$ cat config.mk
export PLATFORM = sky130hd
export DESIGN_NAME = i2s_rx
export DESIGN_NICKNAME = d
export VERILOG_FILES = /design/src/rtl/i2s_pkg.sv /design/src/rtl/i2s_rx_sync.sv /design/src/rtl/i2s_rx.sv
export SDC_FILE = /design/constraint.sdc
export NUM_CORES = 1
export LEC_CHECK = 0
export CAP_MARGIN = 20
export CORE_ASPECT_RATIO = 1.4
export CORE_MARGIN = 4
export CORE_UTILIZATION = 50
export CTS_CLUSTER_DIAMETER = 40
export DETAILED_ROUTE_END_ITERATION = 10
export PLACE_DENSITY = 0.75
export RECOVER_POWER = 50
export SETUP_SLACK_MARGIN = 0.5
export SYNTH_ARGS = -nofsm -noshare
export SYNTH_HDL_FRONTEND = slang
export SYNTH_SLANG_ARGS = --single-unit
$ cat constraint.sdc
create_clock -name clk -period 1.7 [get_ports clk]
set_input_delay 0.51 -clock clk [delete_from_list [all_inputs] [get_ports clk]]
set_output_delay 0.51 -clock clk [all_outputs]
set_load 0.02 [all_outputs]
$ cat src/rtl/i2s_pkg.sv
// Shared definitions for the I2S receiver: default slot geometry, FSM state
// encoding and the width rule for the per-slot edge counter.
package i2s_pkg;

    localparam int DEF_SAMPLE_WIDTH = 16;
    localparam int DEF_SLOT_WIDTH   = 32;

    typedef enum logic [1:0] {
        HUNT  = 2'd0,
        LEFT  = 2'd1,
        RIGHT = 2'd2
    } i2s_state_e;

    // The counter must be able to hold SLOT_WIDTH itself, where it saturates.
    function automatic int edge_cnt_width(input int slot_width);
        return $clog2(slot_width + 1);
    endfunction

endpackage

$ cat src/rtl/i2s_rx_sync.sv
// Multi-stage input synchronizer with an optional registered rising-edge
// detector; plain instances tie rise_o low so all inputs keep equal depth.
import i2s_pkg::*;

module i2s_rx_sync #(
    parameter int SYNC_STAGES = 2,
    parameter bit EDGE_DET    = 1'b0
) (
    input  logic clk,
    input  logic reset_n,
    input  logic d_i,
    output logic q_o,
    output logic rise_o
);

    logic [SYNC_STAGES-1:0] sync_q;

    always_ff @(posedge clk or negedge reset_n) begin
        if (!reset_n) begin
            sync_q <= '0;
        end else begin
            sync_q <= {sync_q[SYNC_STAGES-2:0], d_i};
        end
    end

    assign q_o = sync_q[SYNC_STAGES-1];

    generate
        if (EDGE_DET) begin : g_edge
            logic prev_q;
            logic rise_q;

            always_ff @(posedge clk or negedge reset_n) begin
                if (!reset_n) begin
                    prev_q <= 1'b0;
                    rise_q <= 1'b0;
                end else begin
                    prev_q <= q_o;
                    rise_q <= q_o & ~prev_q;
                end
            end

            assign rise_o = rise_q;
        end else begin : g_plain
            assign rise_o = 1'b0;
        end
    endgenerate

endmodule

$ cat src/rtl/i2s_rx.sv
// I2S stereo receiver: oversamples SCLK/LRCK/SDATA, deserializes slots and
// commits L/R pairs. Define I2S_RX_LEFT_JUSTIFIED_EN for left-justified format.
import i2s_pkg::*;

module i2s_rx #(
    parameter int SAMPLE_WIDTH = DEF_SAMPLE_WIDTH,
    parameter int SLOT_WIDTH   = DEF_SLOT_WIDTH,
    parameter int SYNC_STAGES  = 2
) (
    input  logic                    clk,
    input  logic                    reset_n,
    input  logic                    i2s_sclk,
    input  logic                    i2s_lrck,
    input  logic                    i2s_sdata,
    output logic [SAMPLE_WIDTH-1:0] left_sample,
    output logic [SAMPLE_WIDTH-1:0] right_sample,
    output logic                    sample_valid,
    output logic                    frame_error,
    input  logic                    error_clear
);

    localparam int             CNT_W      = edge_cnt_width(SLOT_WIDTH);
    localparam logic [CNT_W-1:0] CNT_MAX    = CNT_W'(SLOT_WIDTH);
    localparam logic [CNT_W-1:0] SAMPLE_CNT = CNT_W'(SAMPLE_WIDTH);
`ifdef I2S_RX_LEFT_JUSTIFIED_EN
    localparam logic [CNT_W-1:0] GOOD_CNT   = CNT_W'(SLOT_WIDTH);
`else
    localparam logic [CNT_W-1:0] GOOD_CNT   = CNT_W'(SLOT_WIDTH - 1);
`endif

    logic sclk_rise, lrck_s, sdata_s;
    logic unused_lrck_rise, unused_sdata_rise;

    i2s_rx_sync #(.SYNC_STAGES(SYNC_STAGES), .EDGE_DET(1'b1)) u_sync_sclk (
        .clk(clk), .reset_n(reset_n), .d_i(i2s_sclk), .q_o(), .rise_o(sclk_rise)
    );
    i2s_rx_sync #(.SYNC_STAGES(SYNC_STAGES), .EDGE_DET(1'b0)) u_sync_lrck (
        .clk(clk), .reset_n(reset_n), .d_i(i2s_lrck), .q_o(lrck_s), .rise_o(unused_lrck_rise)
    );
    i2s_rx_sync #(.SYNC_STAGES(SYNC_STAGES), .EDGE_DET(1'b0)) u_sync_sdata (
        .clk(clk), .reset_n(reset_n), .d_i(i2s_sdata), .q_o(sdata_s), .rise_o(unused_sdata_rise)
    );

    i2s_state_e              state_q, state_d;
    logic [CNT_W-1:0]        edge_cnt_q, edge_cnt_d;
    logic [SAMPLE_WIDTH-1:0] shift_q, shift_d;
    logic [SAMPLE_WIDTH-1:0] left_hold_q, left_hold_d;
    logic [SAMPLE_WIDTH-1:0] left_sample_q, left_sample_d;
    logic [SAMPLE_WIDTH-1:0] right_sample_q, right_sample_d;
    logic                    left_ok_q, left_ok_d;
    logic                    valid_q, valid_d;
    logic                    err_q, err_d;
    logic                    lrck_prev_q, lrck_prev_d;
    logic                    lrck_vld_q, lrck_vld_d;
    logic                    trans, slot_good, err_set;

    // The first bit event after reset only records LRCK, so a reset inside a
    // right slot cannot fake a transition.
    assign trans     = sclk_rise & lrck_vld_q & (lrck_s != lrck_prev_q);
    assign slot_good = (edge_cnt_q == GOOD_CNT);

    always_comb begin
        edge_cnt_d  = edge_cnt_q;
        shift_d     = shift_q;
        lrck_prev_d = lrck_prev_q;
        lrck_vld_d  = lrck_vld_q;
        if (sclk_rise) begin
            lrck_prev_d = lrck_s;
            lrck_vld_d  = 1'b1;
            if (trans) begin
`ifdef I2S_RX_LEFT_JUSTIFIED_EN
                shift_d    = {shift_q[SAMPLE_WIDTH-2:0], sdata_s};
                edge_cnt_d = CNT_W'(1);
`else
                edge_cnt_d = '0;
`endif
            end else begin
                if (edge_cnt_q < SAMPLE_CNT) begin
                    shift_d = {shift_q[SAMPLE_WIDTH-2:0], sdata_s};
                end
                if (edge_cnt_q != CNT_MAX) begin
                    edge_cnt_d = edge_cnt_q + CNT_W'(1);
                end
            end
        end
    end

    always_comb begin
        state_d        = state_q;
        left_hold_d    = left_hold_q;
        left_ok_d      = left_ok_q;
        left_sample_d  = left_sample_q;
        right_sample_d = right_sample_q;
        valid_d        = 1'b0;
        err_set        = 1'b0;
        case (state_q)
            HUNT: begin
                if (trans) state_d = lrck_s ? RIGHT : LEFT;
            end
            LEFT: begin
                if (trans) begin
                    if (slot_good) begin
                        left_hold_d = shift_q;
                        left_ok_d   = 1'b1;
                    end else begin
                        left_ok_d   = 1'b0;
                        err_set     = 1'b1;
                    end
                    state_d = RIGHT;
                end
            end
            RIGHT: begin
                if (trans) begin
                    if (!slot_good) begin
                        err_set = 1'b1;
                    end else if (left_ok_q) begin
                        left_sample_d  = left_hold_q;
                        right_sample_d = shift_q;
                        valid_d        = 1'b1;
                    end
                    state_d = LEFT;
                end
            end
            default: state_d = HUNT;
        endcase
        err_d = err_set | (err_q & ~error_clear);
    end

    always_ff @(posedge clk or negedge reset_n) begin
        if (!reset_n) begin
            state_q        <= HUNT;
            edge_cnt_q     <= '0;
            shift_q        <= '0;
            left_hold_q    <= '0;
            left_ok_q      <= 1'b0;
            left_sample_q  <= '0;
            right_sample_q <= '0;
            valid_q        <= 1'b0;
            err_q          <= 1'b0;
            lrck_prev_q    <= 1'b0;
            lrck_vld_q     <= 1'b0;
        end else begin
            state_q        <= state_d;
            edge_cnt_q     <= edge_cnt_d;
            shift_q        <= shift_d;
            left_hold_q    <= left_hold_d;
            left_ok_q      <= left_ok_d;
            left_sample_q  <= left_sample_d;
            right_sample_q <= right_sample_d;
            valid_q        <= valid_d;
            err_q          <= err_d;
            lrck_prev_q    <= lrck_prev_d;
            lrck_vld_q     <= lrck_vld_d;
        end
    end

    assign left_sample  = left_sample_q;
    assign right_sample = right_sample_q;
    assign sample_valid = valid_q;
    assign frame_error  = err_q;

endmodule

Word level (Yosys, flattened, before mapping)

Cells that the tools add are included.

Word-level logic and storage cells: 58
Bits of input ports: 6
Output and inout bits: 34
Flip-flop bits (word level): 85

Bitwise logic cells: 8
Eq/ne operators: 8
Reductions and logical operators: 9
Mux-type cells: 15
Add/sub/neg operators: 1
Magnitude comparators: 1

Operator list:

| cell                                                                          | number |
|---|---|
| 6-bit two-way mux                                                             | 2 |
| 3-bit AND reduction                                                           | 3 |
| 1-bit two-way mux                                                             | 8 |
| 2-bit two-way mux                                                             | 4 |
| 6-bit by 1-bit adder with 6-bit output (second input constant)                | 1 |
| 6-bit by 5-bit equality test with 1-bit output (second input constant)        | 1 |
| 6-bit by 5-bit less-than comparator with 1-bit output (second input constant) | 1 |
| 2-bit inequality test (second input constant)                                 | 3 |
| 6-bit inequality test (second input constant)                                 | 1 |
| 2-bit case mux with 3 select lines                                            | 1 |
| 1-bit AND                                                                     | 4 |
| 2-bit AND reduction                                                           | 2 |
| 4-bit AND reduction                                                           | 1 |
| 1-bit inverter                                                                | 3 |
| 2-bit by 1-bit equality test with 1-bit output (second input constant)        | 1 |
| 2-bit equality test (second input constant)                                   | 1 |
| 2-bit logical NOT                                                             | 1 |
| 2-bit nonzero test                                                            | 1 |
| 2-bit OR reduction                                                            | 1 |
| 1-bit inequality test                                                         | 1 |
| 1-bit bitwise OR                                                              | 1 |

Logic depth before layout (Yosys ltp)

Depth in word-level cells: 5
Gate-level depth with buffers: 7
Gate-level depth less buffers: 5

By module

Synthesis repeated with hierarchy kept, for this count alone.

Cells, all modules: 220
Area, all modules: 3388.2 um^2

Modules (own cells, without submodules):

| module                         | cells each | area an instance (um^2) | times used |
|---|---|---|---|
| i2s_rx                         | 207        | 3151.8                  | 1 |
| i2s_rx_sync at u_sync_lrck ... | 4          | 61.3                    | 2 |
| i2s_rx_sync at u_sync_sclk     | 5          | 113.9                   | 1 |

Worst setup path before layout

No wires, ideal clock.

Path type: reg-to-reg
Start point: register edge_cnt_q[1]
End point: register left_hold_q[11]
Period minus slack after synthesis: 1.880 ns
Buffers on the path: 2
Cell stages (with the launch flop): 8
Setup slack: -0.180 ns
Required time: 1.575 ns
Arrival: 1.755 ns
Library setup time: 0.125 ns
Path through: dfrtp_1 ha_1 nand3_1 nor3b_2 and3_1 buf_6 buf_12 mux2_2

Cells in the longest elaborated chain, start to end: 2

Ends and longest elaborated chain:

| element                                        | line          | text |
|---|---|---|
| start: declaration                             | i2s_rx.sv:45  | `logic [CNT_W-1:0] edge_cnt_q, edge_cnt_d;` |
| start signal: assignment                       | i2s_rx.sv:144 | `edge_cnt_q <= edge_cnt_d;` |
| 6-bit by 5-bit equality test with 1-bit output | i2s_rx.sv:60  | `assign slot_good = (edge_cnt_q == GOOD_CNT);` |
| 3-bit AND reduction (no source line)           | -             |  |
| end signal: assignment                         | i2s_rx.sv:146 | `left_hold_q <= left_hold_d;` |
| end: declaration                               | i2s_rx.sv:47  | `logic [SAMPLE_WIDTH-1:0] left_hold_q, left_hold_d;` |

Every way passes these cells.
A chain may end at the register's enable or synchronous reset.

Worst setup path in the final report

Start point: register edge_cnt_q[1]
End point: register left_sample_q[10], in the netlist left_sample[10]

Cells in the longest elaborated chain, start to end: 2

Ends and longest elaborated chain:

| element                                        | line          | text |
|---|---|---|
| 6-bit by 5-bit equality test with 1-bit output | i2s_rx.sv:60  |  |
| 4-bit AND reduction (no source line)           | -             |  |
| end signal: assignment                         | i2s_rx.sv:148 | `left_sample_q <= left_sample_d;` |
| end: declaration                               | i2s_rx.sv:48  | `logic [SAMPLE_WIDTH-1:0] left_sample_q, left_sample_d;` |

Every way passes these cells.

==> summary.md <==
| Metric | Value |
|---|---|
| Status | finished, violations left |
| Failing checks | negative setup slack |
| Clk root buf | clkbuf_8 |
| Routability Congestion | 0.783 |
| #FFs+latches synth | 85 |
| Post-Syn Instances | 215 |
| Post-synthesis cell type count | 37 |
| Iter 0 DRT Violations | 94 |
| CP Max Fanout | 24 |
| Share of cells above drive strength 1 | 62.4% |
| Antenna diodes | 0 |
| Vias | 2137 |
| Die area | 8350 um2 |
| Skew-Pair Late Insertion Delay | 0.37 ns |
| Final Hold Viols | 0 |
| Pin count of the biggest net entering global routing | 42 |
| Worst slew margin | 30.2% |
| Die H | 107 um |
| DRC viols | 0 |
| RSZ-0062 raised after global routing | yes |
| I/O Buffers | 39 |
| Core area | 6660 um2 |
| Worst EP arrival | 1.97 ns |
| Top post-synthesis cells by area | dfrtp_1, mux2_4, mux2_2 |
| P_leak | 2.61 nW |
| Clock tree buffer depth | 2 |
| Pre-Repair DR Iteration Count | 4 |
| GRT overflow | 0 |
| Cell Area, Placed | 4190 um2 |
| CTS H-Tree Depth | 3 |
| Initial antenna violation count | 0 |
| First-pass GRT wire length | 11000 um |
| DP Wirelength | 4030 um |
| Seq/Total Area, Yosys | 61.3% |
| Yosys top cell by area | dfrtp_1 |
| Worst hold path class | reg2reg |
| Total Wirelength | 7070 um |
| Setup tns final | -0.143 ns |
| Synthesis-to-layout area growth | 44.8% |
| Max-Cap Viols | 0 |
| Most common cell after layout, fill and taps aside | dfrtp_1 |
| Initial core utilization | 52.1% |
| Post-layout net count | 341 |
| Synth Flop Type | dfrtp_1 |
| Final setup viols | 21 |
| WL/cell | 16.6 um |
| Rows | 35 |
| Number of global-route vias before repair | 2197 |
| Die W | 78.4 um |
| Vias per Instance | 5.00 |
| Clock slew seen by the registers of the worst setup and hold paths | 0.10 ns |
| I/O pin cnt | 40 |
| Final worst path period need | 1.72 ns |
| Final core utilization | 75.5% |
| Fill cells | 401 |
| VDD IR-drop max | 0.587 mV |
| CP required | 1.95 ns |
| CTS buffer count | 9 |
| Area share of the largest cell type after synthesis | 61.3% |
| Pwr/cell area | 955 nW/um2 |
| Mapped Area | 3470 um2 |
| Total GRT Usage | 17.1% |
| Crit share post-route | 101% |
| CP endpoint kind | flop |
| TritonCTS clock tree | yes |
| Syn Area/Cell | 16.1 um2 |
| Design Area, Final | 5020 um2 |
| Setup ws final | -0.0176 ns |
| Yosys warnings | 0 |
| CTS Sinks | 85 |
| Fraction of registers with async set/reset | 100% |
| Critical Path Source Type | flop |
| Final worst clock skew | 0.0138 ns |
| Fmax | 0.582 GHz |
| Post-DRT Antenna Nets | 0 |
| Commonest non-fill, non-tap cells in the layout | dfrtp_1, mux2_4, buf_4 |
| Slew @ Worst Pin | 1.05 ns |
| Pins Over Slew Limit | 0 |
| Syn nets | 226 |
| Critical path class | reg2reg |
| EDFF count, synth | 0 |
[synthesized netlist by cell type (all sizes together) (2+ instances only)]
library cell	n
nand3	2
a21oi	3
a21o	2
dfrtp	85
inv	6
nand2	9
buf	6
mux2	66
xor2	2
ha	5
xnor2	2
nor2	5
nand4	2
o21ai	3
[metrics by stage]
stage | power [W] | std cells | worst slack, ns | hold slack (ns)
finish | 0.00480 | 427 | -0.0176 | 0.360
global route | 0.00502 | 427 | -0.110 | 0.362
CTS | 0.00472 | 404 | -0.0270 | 0.357
detailed placement | 0.00320 | 359 | -0.0339 | 0.336
global placement | 0.00315 | 359 | 0.0226 | 0.332
floorplan | 0.00292 | 215 | -0.0935 | 0.214
[registers in the layout, summed over array words and instances, names as in the netlist]
signal	count
lrck_vld_q	1
shift_q	16
u_sync_sclk.rise_o	1
u_sync_sclk.g_edge.prev_q	1
left_ok_q	1
right_sample	16
left_hold_q	16
left_sample	16
edge_cnt_q	6
sample_valid	1
u_sync_lrck.sync_q	2
lrck_prev_q	1
state_q	2
frame_error	1
u_sync_sdata.sync_q	2
u_sync_sclk.sync_q	2
[worst max-delay path: stages (launching register included)]
cell and delay [ns]:
dfrtp_1 0.40, ha_4 0.17, nand3_4 0.07, nor3b_4 0.21
buf_4 0.15, nand4_4 0.08, buf_12 0.19, mux2_4 0.31
[final cells by class]
| type | count | area [um2] | share of cell area, % |
|---|---|---|---|
| multi-input combinational | 118 | 1490 | 29.7 |
| tap | 92 | 115 | 2.29 |
| inverter | 6 | 22.5 | 0.448 |
| clock inverter | 7 | 70.1 | 1.39 |
| timing repair buffer | 110 | 1070 | 21.3 |
| clock buffer | 9 | 124 | 2.47 |
| sequential | 85 | 2130 | 42.3 |
[report_power, final]
group	internal (W)	switching, W	leakage [nW]	total, W
Combinational	0.000580	0.000391	1.37	0.000970
Sequential	0.00221	0.000222	1.14	0.00244
Clock	0.000566	0.000826	0.0947	0.00139
Total	0.00336	0.00144	2.61	0.00480
[path summary, 6_finish.rpt]
check                                 startpoint                     to  slack, ns  cells after the start
max in group asynchronous                reset_n         left_sample[0]       0.10                      3
min reg2reg                u_sync_lrck.sync_q[0]  u_sync_lrck.sync_q[1]       0.36                      0
max reg2reg                        edge_cnt_q[1]        left_sample[10]      -0.02                      7
min                        u_sync_lrck.sync_q[0]  u_sync_lrck.sync_q[1]       0.36                      0
min in group asynchronous                reset_n            shift_q[12]       0.85                      2
max                                edge_cnt_q[1]        left_sample[10]      -0.02                      7
[timing repair]
item	CTS	global route
endpoints found under the setup margin	106	109
gates resized for setup	229	15
setup buffers	28	21
hold buffers	1	0
pin swaps	13	6
gates cloned	0	2
hold endpoints to repair	15	0
[cells by family after synthesis]
| group | Yosys count | synth area share (%) |
|---|---|---|
| multiplexers | 67 | 25.4 |
| adder cells (fa/ha/maj) | 5 | 1.80 |
| buffers and inverters | 12 | 2.67 |
| AND/OR/NAND/NOR | 29 | 5.19 |
| XOR/XNOR | 4 | 1.01 |
| flip-flops | 85 | 61.3 |
| AO/OA/AOI/OAI | 13 | 2.63 |
[layer usage]
layer	track usage [%]	up-vias	part of all wire (%)
li1	-	990	-
met1	22.5	1092	42
met2	26.3	44	52
met3	5.08	11	3.3
met4	7.50	0	2.0
met5	0	-	0
No activity file was read; power rests on OpenSTA's default activity.
